===== src/rtl/pwd_mode_ctrl_pkg.sv =====
// +------------------------------------------------------------------+
// | pwd_mode_ctrl_pkg: mode codes shared with the sequence checker   |
// | Rev 1.0                                                          |
// +------------------------------------------------------------------+
`default_nettype none
`timescale 1ns/1ps

package pwd_mode_ctrl_pkg;

  typedef logic [4:0] mode_t;

  // The checker already decodes 1..4; 0, 5 and 6 are local to this controller.
  localparam mode_t MODE_IDLE    = 5'd0;
  localparam mode_t MODE_SET     = 5'd1;
  localparam mode_t MODE_CONFIRM = 5'd2;
  localparam mode_t MODE_PREP    = 5'd3;
  localparam mode_t MODE_VERIFY  = 5'd4;
  localparam mode_t MODE_OPEN    = 5'd5;
  localparam mode_t MODE_LOCK    = 5'd6;

endpackage

`default_nettype wire


===== src/rtl/pwd_mode_ctrl_btn_debounce.sv =====
// +------------------------------------------------------------------+
// | btn_debounce: 2-flop sync, stable counter, rising-level pulse    |
// | Rev 1.0                                                          |
// +------------------------------------------------------------------+
`default_nettype none
`timescale 1ns/1ps

module btn_debounce #(
  parameter int DEB_CYCLES = 20
) (
  input  logic clk,
  input  logic rst,
  input  logic raw,
  output logic pulse
);

  localparam int CW = (DEB_CYCLES > 1) ? $clog2(DEB_CYCLES) : 1;

  logic          sync1_q, sync2_q;
  logic          level_q, level_d;
  logic [CW-1:0] cnt_q, cnt_d;
  logic          pulse_q, pulse_d;

  // Count consecutive samples that disagree with the accepted level.
  always_comb begin
    level_d = level_q;
    cnt_d   = '0;
    pulse_d = 1'b0;
    if (sync2_q != level_q) begin
      if (cnt_q == CW'(DEB_CYCLES - 1)) begin
        level_d = sync2_q;
        pulse_d = sync2_q;
      end else begin
        cnt_d = cnt_q + CW'(1);
      end
    end
  end

  always_ff @(posedge clk or posedge rst) begin
    if (rst) begin
      sync1_q <= 1'b0;
      sync2_q <= 1'b0;
      level_q <= 1'b0;
      cnt_q   <= '0;
      pulse_q <= 1'b0;
    end else begin
      sync1_q <= raw;
      sync2_q <= sync1_q;
      level_q <= level_d;
      cnt_q   <= cnt_d;
      pulse_q <= pulse_d;
    end
  end

  assign pulse = pulse_q;

endmodule

`default_nettype wire


===== src/rtl/pwd_mode_ctrl.sv =====
// +------------------------------------------------------------------+
// | pwd_mode_ctrl: combination-lock mode FSM driving the checker     |
// | Rev 1.0                                                          |
// +------------------------------------------------------------------+
`default_nettype none
`timescale 1ns/1ps

module pwd_mode_ctrl
  import pwd_mode_ctrl_pkg::*;
#(
  parameter int DEB_CYCLES  = 20,
  parameter int VERIFY_WIN  = 16,
  parameter int LOCK_CYCLES = 64
) (
  input  logic       clk,
  input  logic       rst,
  input  logic       btn_set,
  input  logic       btn_confirm,
  input  logic       btn_verify,
  input  logic       gled1,
  input  logic       rled2,
  output logic [4:0] big_state,
  output logic       test,
  output logic       unlocked,
  output logic       locked
);

  localparam int TMAX = (VERIFY_WIN > LOCK_CYCLES) ? VERIFY_WIN : LOCK_CYCLES;
  localparam int TW   = $clog2(TMAX);

  logic set_p, confirm_p, verify_p;
  logic ev_set, ev_confirm, ev_verify;

  mode_t         state_q, state_d;
  logic [TW-1:0] timer_q, timer_d;

  btn_debounce #(.DEB_CYCLES(DEB_CYCLES)) u_deb_set (
    .clk(clk), .rst(rst), .raw(btn_set), .pulse(set_p)
  );
  btn_debounce #(.DEB_CYCLES(DEB_CYCLES)) u_deb_confirm (
    .clk(clk), .rst(rst), .raw(btn_confirm), .pulse(confirm_p)
  );
  btn_debounce #(.DEB_CYCLES(DEB_CYCLES)) u_deb_verify (
    .clk(clk), .rst(rst), .raw(btn_verify), .pulse(verify_p)
  );

  assign ev_set     = set_p;
  assign ev_confirm = confirm_p & ~set_p;
  assign ev_verify  = verify_p & ~set_p & ~confirm_p;

  always_ff @(posedge clk or posedge rst) begin
    if (rst) begin
      state_q <= MODE_IDLE;
      timer_q <= '0;
    end else begin
      state_q <= state_d;
      timer_q <= timer_d;
    end
  end

  always_comb begin
    state_d = state_q;
    timer_d = timer_q;
    case (state_q)
      MODE_IDLE:    if (ev_set) state_d = MODE_SET;
      MODE_SET:     if (ev_confirm) state_d = MODE_CONFIRM;
      MODE_CONFIRM: state_d = MODE_PREP;
      MODE_PREP: begin
        if (ev_set) begin
          state_d = MODE_SET;
        end else if (ev_verify) begin
          state_d = MODE_VERIFY;
          timer_d = '0;
        end
      end
      MODE_VERIFY: begin
        timer_d = timer_q + TW'(1);
        if (gled1) begin
          state_d = MODE_OPEN;
        end else if (rled2) begin
          state_d = MODE_LOCK;
          timer_d = '0;
        end else if (timer_q == TW'(VERIFY_WIN - 1)) begin
          state_d = MODE_PREP;
        end
      end
      MODE_OPEN:    if (ev_set) state_d = MODE_SET;
      MODE_LOCK: begin
        timer_d = timer_q + TW'(1);
        if (timer_q == TW'(LOCK_CYCLES - 1)) state_d = MODE_SET;
      end
      default:      state_d = MODE_IDLE;
    endcase
  end

  // Outputs decode the state register only, so no input reaches them combinationally.
  always_comb begin
    big_state = state_q;
    test      = 1'b1;
    unlocked  = 1'b0;
    locked    = 1'b0;
    case (state_q)
      MODE_CONFIRM: test     = 1'b0;
      MODE_OPEN:    unlocked = 1'b1;
      MODE_LOCK:    locked   = 1'b1;
      default:      ;
    endcase
  end

endmodule

`default_nettype wire


===== config.mk =====
export PLATFORM = sky130hd
export DESIGN_NAME = pwd_mode_ctrl
export DESIGN_NICKNAME = d
export VERILOG_FILES = /design/src/rtl/pwd_mode_ctrl_pkg.sv /design/src/rtl/pwd_mode_ctrl_btn_debounce.sv /design/src/rtl/pwd_mode_ctrl.sv
export SDC_FILE = /design/constraint.sdc
export NUM_CORES = 1
export LEC_CHECK = 0
export ABC_AREA = 1
export CAP_MARGIN = 20
export CORE_MARGIN = 8
export CORE_UTILIZATION = 25
export DETAILED_ROUTE_END_ITERATION = 8
export SYNTH_ARGS = -nofsm -noshare
export SYNTH_HDL_FRONTEND = slang
export SYNTH_SLANG_ARGS = --single-unit
export TNS_END_PERCENT = 100

===== constraint.sdc =====
create_clock -name clk -period 1.2 [get_ports clk]
set_input_delay 0.24 -clock clk [delete_from_list [all_inputs] [get_ports clk]]
set_output_delay 0.24 -clock clk [all_outputs]
set_load 0.02 [all_outputs]

# [After elaboration in Yosys (flattened, before gate mapping)]
# Index checks and enable logic that the tools add are counted.
[totals] rom_bits=0 reg_bits=38 wordCells=84 ramBits=0 n_memories=0 latch_bits=0
[op_classes] n_eq_ne=21 muxes=29 div_mod_pow=0 n_shift=0 n_addsub=4 mul=0 reduce_logical=8 bitwise=5 order_cmp=0
[ops] operator="2-to-1 mux 5 bit" n=14
[ops] operator="one-hot mux 5 bit (6 select lines)" n=1
[ops] operator="2-to-1 mux 6 bit" n=4
[ops] operator="one-hot mux 6 bit (3 select lines)" n=1
[ops] operator="adder 5 x 1 -> 5 bit, second input constant" n=3
[ops] operator="== test 5 x 3 -> 1 bit, second input constant" n=3
[ops] operator="== test 5 bit, second input constant" n=3
[ops] operator="== test 5 x 2 -> 1 bit, second input constant" n=2
[ops] operator="2-to-1 mux 1 bit" n=9
[ops] operator="inequality test 2 bit, second input constant" n=4
[ops] operator="adder 6 x 1 -> 6 bit, second input constant" n=1
[ops] operator="== test 6 x 4 -> 1 bit, second input constant" n=1
[ops] operator="== test 6 bit, second input constant" n=1
[ops] operator="AND reduction 2 bit" n=3
[ops] operator="== test 5 x 1 -> 1 bit, second input constant" n=1
[ops] operator="logical NOT 5 bit" n=1
[ops] operator="AND reduction 5 bit" n=1
[ops] operator="inequality test 4 bit, second input constant" n=1
[ops] operator="bitwise AND 1 bit" n=3
[ops] operator="inequality test 1 bit" n=3
[ops] operator="inequality test 3 x 2 -> 1 bit, second input constant" n=1
[ops] operator="AND reduction 3 bit" n=1
[ops] operator="nonzero test 3 bit" n=1
[ops] operator="inequality test 2 x 1 -> 1 bit, second input constant" n=1
[ops] operator="other kinds (2)" n=3

# [Longest topological paths before layout]
# Gate-level depths: netlist (run 1).
[logic_depth] ltp_word=6 ltp_mapped=9 ltp_nobuf=9

# [By module]
# A second synthesis (run 1) with hierarchy kept.
[unflattened] hier_cells=223 hier_area_um2=1767.9
[by_module_without_submodules] module="btn_debounce" area_per_inst_um2=376.6 n_inst=3 cells_per_inst=41 seq_area_each_um2=225.2
[by_module_without_submodules] module="pwd_mode_ctrl" area_per_inst_um2=638.1 n_inst=1 cells_per_inst=100 seq_area_each_um2=225.2

# [Worst setup path before layout (run 1)]
# OpenSTA, ideal clock, no wires.
[synth_path] kind="register to register" start="register state_q[2] (netlist: big_state[2])" end="register state_q[2] (netlist: big_state[2])" n_path_buf=0 t_required_ns=1.079 t_arrival_ns=1.189 period_less_slack_ns=1.311 stages_incl_launch_ff=8 setup_time_ns=0.121 setup_slack_ns=-0.111 cell_sequence="dfrtp_1 nand2_4 nor2_4 nand2_1 inv_2 nor2_4 nand3_1 nand2_1"
[synth_via] elab_chain_len=4 elab_cells_between_ends=15 cone_classes="eq/ne: 11; mux: 1; reduce/logical: 3"
[synth_lines] item="start: declaration" line_no="pwd_mode_ctrl.sv:34" source="mode_t state_q, state_d;"
[synth_lines] item="start signal: assignment" line_no="pwd_mode_ctrl.sv:56" source="state_q <= state_d;"
[synth_lines] item="== test 5 x 3 -> 1 bit or logical NOT 5 bit (tied branches)" line_no="pwd_mode_ctrl.sv:64" source="case (state_q)"
[synth_lines] item="OR reduction 2 bit (no source line)"
[synth_lines] item="inequality test 2 x 1 -> 1 bit (no source line)"
[synth_lines] item="AND reduction 5 bit (no source line)"
# Parallel ways exist; a longest one is shown, timed or not.
# A chain may end at the register's enable or synchronous reset.

# [Worst setup path after layout (run 1)]
[layout_path] start="register state_q[0] (netlist: big_state[0])" end="output port locked"
[layout_via] elab_chain_len=2
[layout_lines] item="== test 5 x 3 -> 1 bit" line_no="pwd_mode_ctrl.sv:102" source="case (state_q)"
[layout_lines] item="2-to-1 mux 1 bit" line_no="pwd_mode_ctrl.sv:102"
[layout_lines] item="end: declaration" line_no="pwd_mode_ctrl.sv:25" source="output logic locked"
# No other way between the ends.

==> results.json, run 1 <==
{
  "diodes": 0,
  "ir_worst_vdd_v": 0.000567,
  "viasPerCell": 4.21,
  "cts_sinks": 36,
  "synth_cell_type_count": 27,
  "gp_congestion": 0.768,
  "period_needed_ps": 1340,
  "setup_ws_ps": -143,
  "fmax_mhz": 745,
  "status": "finished with violations",
  "fillers": 683,
  "portBuffers": 12,
  "initial_core_util": 0.258,
  "finalPower_uw": 4190,
  "ios": 15,
  "wl_met1_um": 1560,
  "hold_violations": 0,
  "grt_pass1_vias": 1397,
  "maxCapViolations": 0,
  "leakagePower_uw": 0.00123,
  "start_kind": "register",
  "die_h_um": 99.5,
  "grtUsageTotal": 0.0745,
  "slew_viol_final": 0,
  "clk_pin_slew_ps": 70,
  "ys_ff_latch": 36,
  "wl_met2_um": 1650,
  "critical_path_arrival_ps": 1100,
  "crit_path_end_kind": "output pin",
  "final_cell_count_no_fill": 329,
  "cts.path.max_buffers": 2,
  "clock_skew_ps": 8.34,
  "seq_area_frac_synth": 0.517,
  "cpPeakStageDelay_ps": 440,
  "cts_buffers": 5,
  "p_per_area_nw_per_um2": 1660,
  "cts-root-buf": "clkbuf_8",
  "yosysWarnings": 0,
  "tritoncts": "done",
  "clk_latency_ps": 280,
  "detail-route-antenna-nets": 0,
  "violations": "negative setup slack",
  "wl_met3_um": 161,
  "coreArea_um2": 6760,
  "die_w_um": 99.5,
  "syn_avg_cell_area_um2": 8.98,
  "area_growth_pct": 44.5,
  "dp.cells": 311,
  "cp.required_ps": 960,
  "drc": 0,
  "cts_max_level": 2,
  "hold_class": "primary input to asynchronous set/reset pin",
  "nets": 259,
  "cts_hold_buffers": 0,
  "grt_pass1_wl_um": 6040,
  "wl_um": 3410,
  "antenna_found_initial": 0,
  "critPathMaxFanout": 3,
  "synthesis.instances": 194,
  "via_count": 1386,
  "hpwl_um": 2360,
  "crit_buf_inv": 2,
  "wl_per_cell_um": 10.4,
  "setup_viol": 13,
  "crit_type": "register to output pin",
  "cp_slowest_cell": "dfrtp_2",
  "drtPass1Iterations": 4,
  "drive_gt1_frac": 0.406,
  "critPathTopFamily": "flip-flops",
  "synthesis.area_um2": 1740,
  "finalCritPeriodShare": 1.12,
  "highest_layer": "met4",
  "die_area_um2": 9900,
  "overflow": 0,
  "crit_chain": "inv_4 -> nand2_4 -> nor2_4 -> buf_6",
  "drt_iter0_markers": 63,
  "rsz0062_at_grt": "true",
  "utilization": 0.373,
  "grt_max_degree": 37,
  "num_rows": 30
}
-- worst paths after layout --
check                      depth (start not counted)  slack [ps]                           start                              to
min                                                3         300                             rst          timer_q[3]$_DFFE_PP0P_
max reg2reg                                        8        -130        big_state[1]$_DFFE_PP0P_        big_state[0]$_DFFE_PP0P_
min in group clk                                   0         350  u_deb_verify.sync1_q$_DFF_PP0_  u_deb_verify.sync2_q$_DFF_PP0_
max in group asynchronous                          3         700                             rst        big_state[1]$_DFFE_PP0P_
min reg2reg                                        0         350  u_deb_verify.sync1_q$_DFF_PP0_  u_deb_verify.sync2_q$_DFF_PP0_
max                                                4        -140        big_state[0]$_DFFE_PP0P_                          locked
-- cells in the final DEF, fill, tap and decap left out, drive strengths merged --
cell type,count
nand4,1
and2,1
o21bai,2
o211ai,2
nand3b,1
o21ai,11
buf,42
nor2,29
xor2,8
clkbuf,6
nand3,20
conb,2
a22oi,1
nor3,3
xnor2,4
or2,3
nand2,39
inv,26
dfrtp,36
ha,4
clkdlybuf4s50,6
clkinv,2
-- timing repair --
action / in CTS / in global routing
gates cloned: 0 / 0
gates resized for setup: 59 / 21
setup buffers: 6 / 4
endpoints found under the setup margin: 16 / 25
pin swaps: 14 / 10
-- worst register-to-register path, stage by stage (launching register included) --
cell and delay, ps:
dfrtp_2 440, inv_4 90, buf_12 100, buf_8 100
nand3b_1 130, nand2_2 160, nand2_1 90, nand3_2 80
nand2_1 40
-- power by group --
group	leakage [uW]	total [uW]	internal, uW	switching [uW]
sequential	0.000469	1520	1370	148
combinational	0.000706	1810	889	921
clock	0.0000510	859	457	402
-- per-stage QoR --
stage | setup TNS (ps) | instance area, um^2 | hold WS [ps] | worst slack (ps)
after floorplan | -142 | 1760 | 271 | -47.8
after global placement | -2880 | 2180 | 337 | -317
after detailed placement | -3050 | 2180 | 335 | -344
after CTS | -1110 | 2410 | 296 | -147
after global routing | -2150 | 2520 | 309 | -252
final | -1150 | 2520 | 296 | -143
-- state kept, by name, summed over array words and instances, names as in the netlist, 3 cells and up --
name / cells
u_deb_set.cnt_q: 5
u_deb_confirm.cnt_q: 5
timer_q: 6
u_deb_verify.cnt_q: 5
big_state: 3
-- layer usage --
layer / vias up / GRT usage
met5: - / 0
met3: 5 / 0.0286
met1: 640 / 0.0886
li1: 721 / -
met4: 0 / 0.0244
met2: 20 / 0.120
-- layout make-up --
| type | count | area, um^2 | area share |
|---|---|---|---|
| Timing Repair Buffer | 48 | 453 | 0.180 |
| Inverter | 26 | 103 | 0.0407 |
| Tap cell | 80 | 100 | 0.0397 |
| Clock buffer | 6 | 82.6 | 0.0328 |
| Multi-Input combinational cell | 131 | 866 | 0.344 |
| Sequential cell | 36 | 905 | 0.359 |
| Clock inverter | 2 | 10.0 | 0.00397 |
-- synth_stat cells --
| library cell | count | area [um^2] |
|---|---|---|
| nor2_4 | 3 | 33.8 |
| nand3_1 | 19 | 95.1 |
| nor2_2 | 1 | 6.26 |
| and2_1 | 1 | 6.26 |
| xnor2_1 | 4 | 35.0 |
| nand3_2 | 1 | 10.0 |
| o21ai_1 | 4 | 20.0 |
| nand4_1 | 1 | 6.26 |
| nand2_1 | 34 | 128 |
| ha_1 | 4 | 50.1 |
| nor3_1 | 3 | 15.0 |
| inv_2 | 8 | 30.0 |
| or2_2 | 3 | 18.8 |
| inv_1 | 18 | 67.6 |
| o21bai_1 | 2 | 15.0 |
| nand2_2 | 3 | 18.8 |
| o21ai_4 | 1 | 16.3 |
| conb_1 | 1 | 3.75 |
| o21ai_0 | 6 | 30.0 |
| xor2_1 | 8 | 70.1 |
| nand2_4 | 2 | 22.5 |
| buf_4 | 2 | 15.0 |
| o211ai_1 | 2 | 15.0 |
| nand3b_1 | 1 | 7.51 |
| dfrtp_1 | 36 | 901 |
| nor2_1 | 25 | 93.8 |
| a22oi_2 | 1 | 12.5 |
-- kinds of logic after synthesis --
kind of cell / share of synthesized area
AND/OR/NAND/NOR: 0.265
flip-flops: 0.517
buffers and inverters: 0.0646
AO/OA/AOI/OAI: 0.0625
XOR/XNOR: 0.0603
adder cells (fa/ha/maj): 0.0287
other: 0.00215
No activity file was read; power rests on OpenSTA's default activity.
==> run 2, diff against run 1 <==
--- a/config.mk
+++ b/config.mk
@@ -10,6 +10,8 @@
 export CORE_MARGIN = 8
 export CORE_UTILIZATION = 25
 export DETAILED_ROUTE_END_ITERATION = 8
+export MAX_ROUTING_LAYER = met4
+export PLACE_DENSITY = 0.45
 export SYNTH_ARGS = -nofsm -noshare
 export SYNTH_HDL_FRONTEND = slang
 export SYNTH_SLANG_ARGS = --single-unit
==> results.json, run 2 (synthesis gave the netlist of run 1 again) <==
{
  "clk_latency_ps": 290,
  "setup_ws_ps": -132,
  "drc": 0,
  "grt_pass1_wl_um": 6040,
  "cts_sinks": 36,
  "cts_max_level": 2,
  "cts_hold_buffers": 0,
  "dp.cells": 313,
  "highest_layer": "met4",
  "coreArea_um2": 6760,
  "diodes": 0,
  "final_cell_count_no_fill": 329,
  "period_needed_ps": 1330,
  "top_register": "timer_q",
  "rsz0062_at_grt": "true",
  "wl_met3_um": 124,
  "viasPerCell": 4.22,
  "cts-root-buf": "clkbuf_8",
  "crit_path_end_kind": "output pin",
  "setup_viol": 14,
  "crit_type": "register to output pin",
  "slew_viol_final": 0,
  "place_ws_ps": -344,
  "antenna_found_initial": 0,
  "nets": 259,
  "drtPass1Iterations": 4,
  "cp_slowest_cell": "dfrtp_2",
  "clock_skew_ps": 7.71,
  "area_growth_pct": 42.8,
  "portBuffers": 12,
  "final_cell_mix": "33 x dfrtp_1, 31 x buf_4, 24 x nand2_1, 21 x nor2_1, 18 x inv_1",
  "die_h_um": 99.5,
  "wl_per_cell_um": 10.5,
  "ios": 15,
  "num_rows": 30,
  "cp.required_ps": 960,
  "grt_pass1_vias": 1381,
  "critPathMaxFanout": 4,
  "hold_class": "primary input to asynchronous set/reset pin",
  "ir_worst_vdd_v": 0.000657,
  "detail-route-antenna-nets": 0,
  "crit_chain": "inv_4 -> nand2_4 -> nor2_4 -> buf_6",
  "leakagePower_uw": 0.00120,
  "wl_met1_um": 1650,
  "initial_core_util": 0.258,
  "hpwl_um": 2470,
  "finalCritPeriodShare": 1.11,
  "fmax_mhz": 751,
  "wl_um": 3440,
  "status": "finished with violations",
  "tritoncts": "done",
  "die_w_um": 99.5,
  "largest_reg_flops": 6,
  "overflow": 0,
  "gp_congestion": 0.771,
  "wl_met2_um": 1580,
  "clk_pin_slew_ps": 80,
  "start_kind": "register",
  "violations": "negative setup slack",
  "grt_max_degree": 27,
  "setup_tns_ps": -1360,
  "drt_iter0_markers": 32,
  "die_area_um2": 9900,
  "layout_commonest_cell": "dfrtp_1",
  "cts.path.max_buffers": 2,
  "critical_path_arrival_ps": 1090,
  "grtUsageTotal": 0.0771,
  "utilization": 0.368,
  "maxCapViolations": 0,
  "drive_gt1_frac": 0.410,
  "p_per_area_nw_per_um2": 1630,
  "cts_buffers": 5,
  "via_count": 1388,
  "cpPeakStageDelay_ps": 440,
  "hold_violations": 0
}
## run 2: cell count changes in the layout (fill, tap and decap cells not counted), sizes merged
| cell | change |
|---|---|
| clkinv | +1 |
| clkbuf | -1 |
## run 2: layout make-up
class,instances,area [um^2]
Inverter,26,103
Sequential cell,36,905
Tap cell,80,100
Multi-Input combinational cell,131,868
Fill cell,690,4270
Timing Repair Buffer,48,425
Clock inverter,3,18.8
Clock buffer,5,68.8
## run 2: power by group
part | total, uW | internal [uW] | switching [uW]
Sequential | 1490 | 1370 | 122
Clock | 841 | 404 | 437
Combinational | 1730 | 813 | 916
Total | 4060 | 2590 | 1470
## run 2: worst paths after layout
path | start | end | slack [ps] | depth (start not counted)
hold / removal | rst | u_deb_confirm.cnt_q[2]$_DFF_PP0_ | 170 | 2
hold reg to reg | u_deb_confirm.sync1_q$_DFF_PP0_ | u_deb_confirm.sync2_q$_DFF_PP0_ | 350 | 0
setup / recovery | big_state[0]$_DFFE_PP0P_ | locked | -130 | 4
min in group clk | u_deb_confirm.sync1_q$_DFF_PP0_ | u_deb_confirm.sync2_q$_DFF_PP0_ | 350 | 0
max in group asynchronous | rst | u_deb_confirm.sync1_q$_DFF_PP0_ | 630 | 3
setup reg to reg | big_state[2]$_DFFE_PP0P_ | timer_q[5]$_DFFE_PP0P_ | -120 | 9
## run 2: what timing repair did
| action | in CTS | in global routing |
|---|---|---|
| setup buffers | 4 | 4 |
| setup endpoints to repair | 16 | 26 |
| gates resized for setup | 46 | 34 |
| pin swaps | 13 | 14 |
| hold endpoints to repair | 0 | 0 |
## run 2: critical path: cells and delay by family, from the launching register on
kind | cells | cell delay [ps]
flops | 1 | 440
buf+inv | 2 | 200
simple gates | 2 | 160
## run 2: through the flow
step	cell area, um^2	power, uW	hold WS [ps]
after global routing	2490	4370	184
after floorplan	1760	2310	271
after detailed placement	2190	2860	336
after CTS	2350	3860	171
final	2490	4060	169
after global placement	2190	2870	335
## run 2: routing by layer
| layer | vias to the layer above | GRT usage |
|---|---|---|
| met3 | 10 | 0.0189 |
| met1 | 635 | 0.0912 |
| li1 | 720 | - |
| met2 | 23 | 0.118 |
| met4 | 0 | 0.0419 |
| met5 | - | - |
==> run 3, diff against run 2 <==
--- a/config.mk
+++ b/config.mk
@@ -12,7 +12,8 @@
 export DETAILED_ROUTE_END_ITERATION = 8
 export MAX_ROUTING_LAYER = met4
 export PLACE_DENSITY = 0.45
+export SETUP_SLACK_MARGIN = 0.05
 export SYNTH_ARGS = -nofsm -noshare
 export SYNTH_HDL_FRONTEND = slang
 export SYNTH_SLANG_ARGS = --single-unit
-export TNS_END_PERCENT = 100
+export TNS_END_PERCENT = 5
==> results.json, run 3 (synthesis gave the netlist of run 1 again) <==
{
  "crit_buf_inv": 4,
  "drive_gt1_frac": 0.419,
  "ir_worst_vdd_v": 0.000597,
  "coreArea_um2": 6760,
  "crit_path_end_kind": "register",
  "crit_top_cell": "buf_6",
  "cts-root-buf": "clkbuf_8",
  "clk_latency_ps": 280,
  "fmax_mhz": 731,
  "violations": "negative setup slack",
  "hold_violations": 0,
  "period_needed_ps": 1370,
  "grtUsageTotal": 0.0775,
  "drt_iter0_markers": 26,
  "layout_commonest_cell": "dfrtp_1",
  "cts_max_level": 2,
  "maxCapViolations": 0,
  "largest_reg_flops": 6,
  "die_h_um": 99.5,
  "setup_ws_ps": -167,
  "detail-route-antenna-nets": 0,
  "gp_congestion": 0.769,
  "portBuffers": 12,
  "critPathMaxFanout": 5,
  "ff2ff_path_depth": 8,
  "grt_max_degree": 37,
  "final_cell_mix": "33 x dfrtp_1, 25 x buf_4, 24 x nand2_1, 18 x inv_1, 18 x nor2_1",
  "drtPass1Iterations": 4,
  "via_count": 1359,
  "p_per_area_nw_per_um2": 1640,
  "rsz0062_at_grt": "true",
  "clk_pin_slew_ps": 70,
  "setup_tns_ps": -1400,
  "rr_endpoint": "timer_q[2]$_DFFE_PP0P_",
  "overflow": 0,
  "clock_skew_ps": 6.72,
  "hold_class": "primary input to asynchronous set/reset pin",
  "die_w_um": 99.5,
  "ios": 15,
  "setup_viol": 14,
  "grt_pass1_vias": 1436,
  "slew_viol_final": 0,
  "cts.path.max_buffers": 2,
  "place_ws_ps": -354,
  "antenna_found_initial": 0,
  "hpwl_um": 2470,
  "top_register": "timer_q",
  "cp.required_ps": 1370,
  "cts_buffers": 5,
  "grt_pass1_wl_um": 5970,
  "viasPerCell": 4.17,
  "reg2reg_slack_ps": -170,
  "initial_core_util": 0.258,
  "cts_sinks": 36,
  "wl_per_cell_um": 10.5,
  "critical_path_arrival_ps": 1540,
  "tritoncts": "done",
  "leakagePower_uw": 0.00118,
  "critPathTopFamily": "buffers and inverters",
  "die_area_um2": 9900,
  "finalCritPeriodShare": 1.14,
  "crit_type": "register to register",
  "cp_slowest_cell": "dfrtp_2",
  "cts_hold_buffers": 0,
  "status": "finished with violations",
  "num_rows": 30,
  "drc": 0,
  "area_growth_pct": 43.6,
  "start_kind": "register",
  "cpPeakStageDelay_ps": 370,
  "nets": 256,
  "fillers": 691,
  "rr_startpoint": "big_state[1]$_DFFE_PP0P_",
  "utilization": 0.370,
  "diodes": 0,
  "crit_chain": "buf_6 -> buf_6 -> nand2_4 -> nor2_4 -> inv_2 -> o21ai_4 -> buf_4 -> a22oi_2",
  "wl_um": 3430
}
## run 3: worst max-delay path by stage
stage	cells past startpoint	slack [ps]	endpoint	start
4_1_cts	3	-150	test	big_state[2]$_DFFE_PP0P_
5_1_grt	8	-240	timer_q[2]$_DFFE_PP0P_	big_state[1]$_DFFE_PP0P_
3_3_place_gp	8	-340	big_state[2]$_DFFE_PP0P_	rled2
6_report	8	-170	timer_q[2]$_DFFE_PP0P_	big_state[1]$_DFFE_PP0P_
2_1_floorplan	8	-50	big_state[2]$_DFFE_PP0P_	big_state[0]$_DFFE_PP0P_
3_5_place_dp	8	-350	big_state[0]$_DFFE_PP0P_	gled1
## run 3: area by class of cell
type,instances,area (um^2),share of cell area
clock buffers,5,68.8,0.0275
clock inverters,3,42.5,0.0170
inverters,26,100,0.0400
well taps,80,100,0.0400
repair buffers,45,408,0.163
multi-input cells,131,878,0.351
flip-flops and latches,36,905,0.362
## run 3: repair_timing
item,in CTS,in global routing
endpoints found under the setup margin,23,32
buffers inserted,3,2
pin swaps,8,19
hold endpoints to repair,0,0
gates resized for setup,48,32
## run 3: routing by layer
layer	track usage	up-vias	routed length (um)
met5	-	-	0
met3	0.0279	7	159
met2	0.123	19	1600
met4	0.0384	0	65
li1	-	715	-
met1	0.0843	618	1610
## run 3: tightest hold or removal path: cells and delay by family
| kind | cells | cell delay [ps] |
|---|---|---|
| buffers and inverters | 3 | 710 |
## run 3: report_power, final
part	internal [uW]	switching, uW	leakage, uW
Sequential	1370	123	0.000469
Clock	614	421	0.0000541
Combinational	746	838	0.000656
## run 3: metrics by stage
| step | total power (uW) | hold WS (ps) | instance area (um^2) | std cells |
|---|---|---|---|---|
| floorplan | 2300 | 271 | 1760 | 195 |
| global placement | 2840 | 333 | 2180 | 313 |
| detailed placement | 2830 | 335 | 2180 | 313 |
| CTS | 4020 | 302 | 2370 | 324 |
| global route | 4420 | 324 | 2500 | 326 |
| finish | 4110 | 300 | 2500 | 326 |
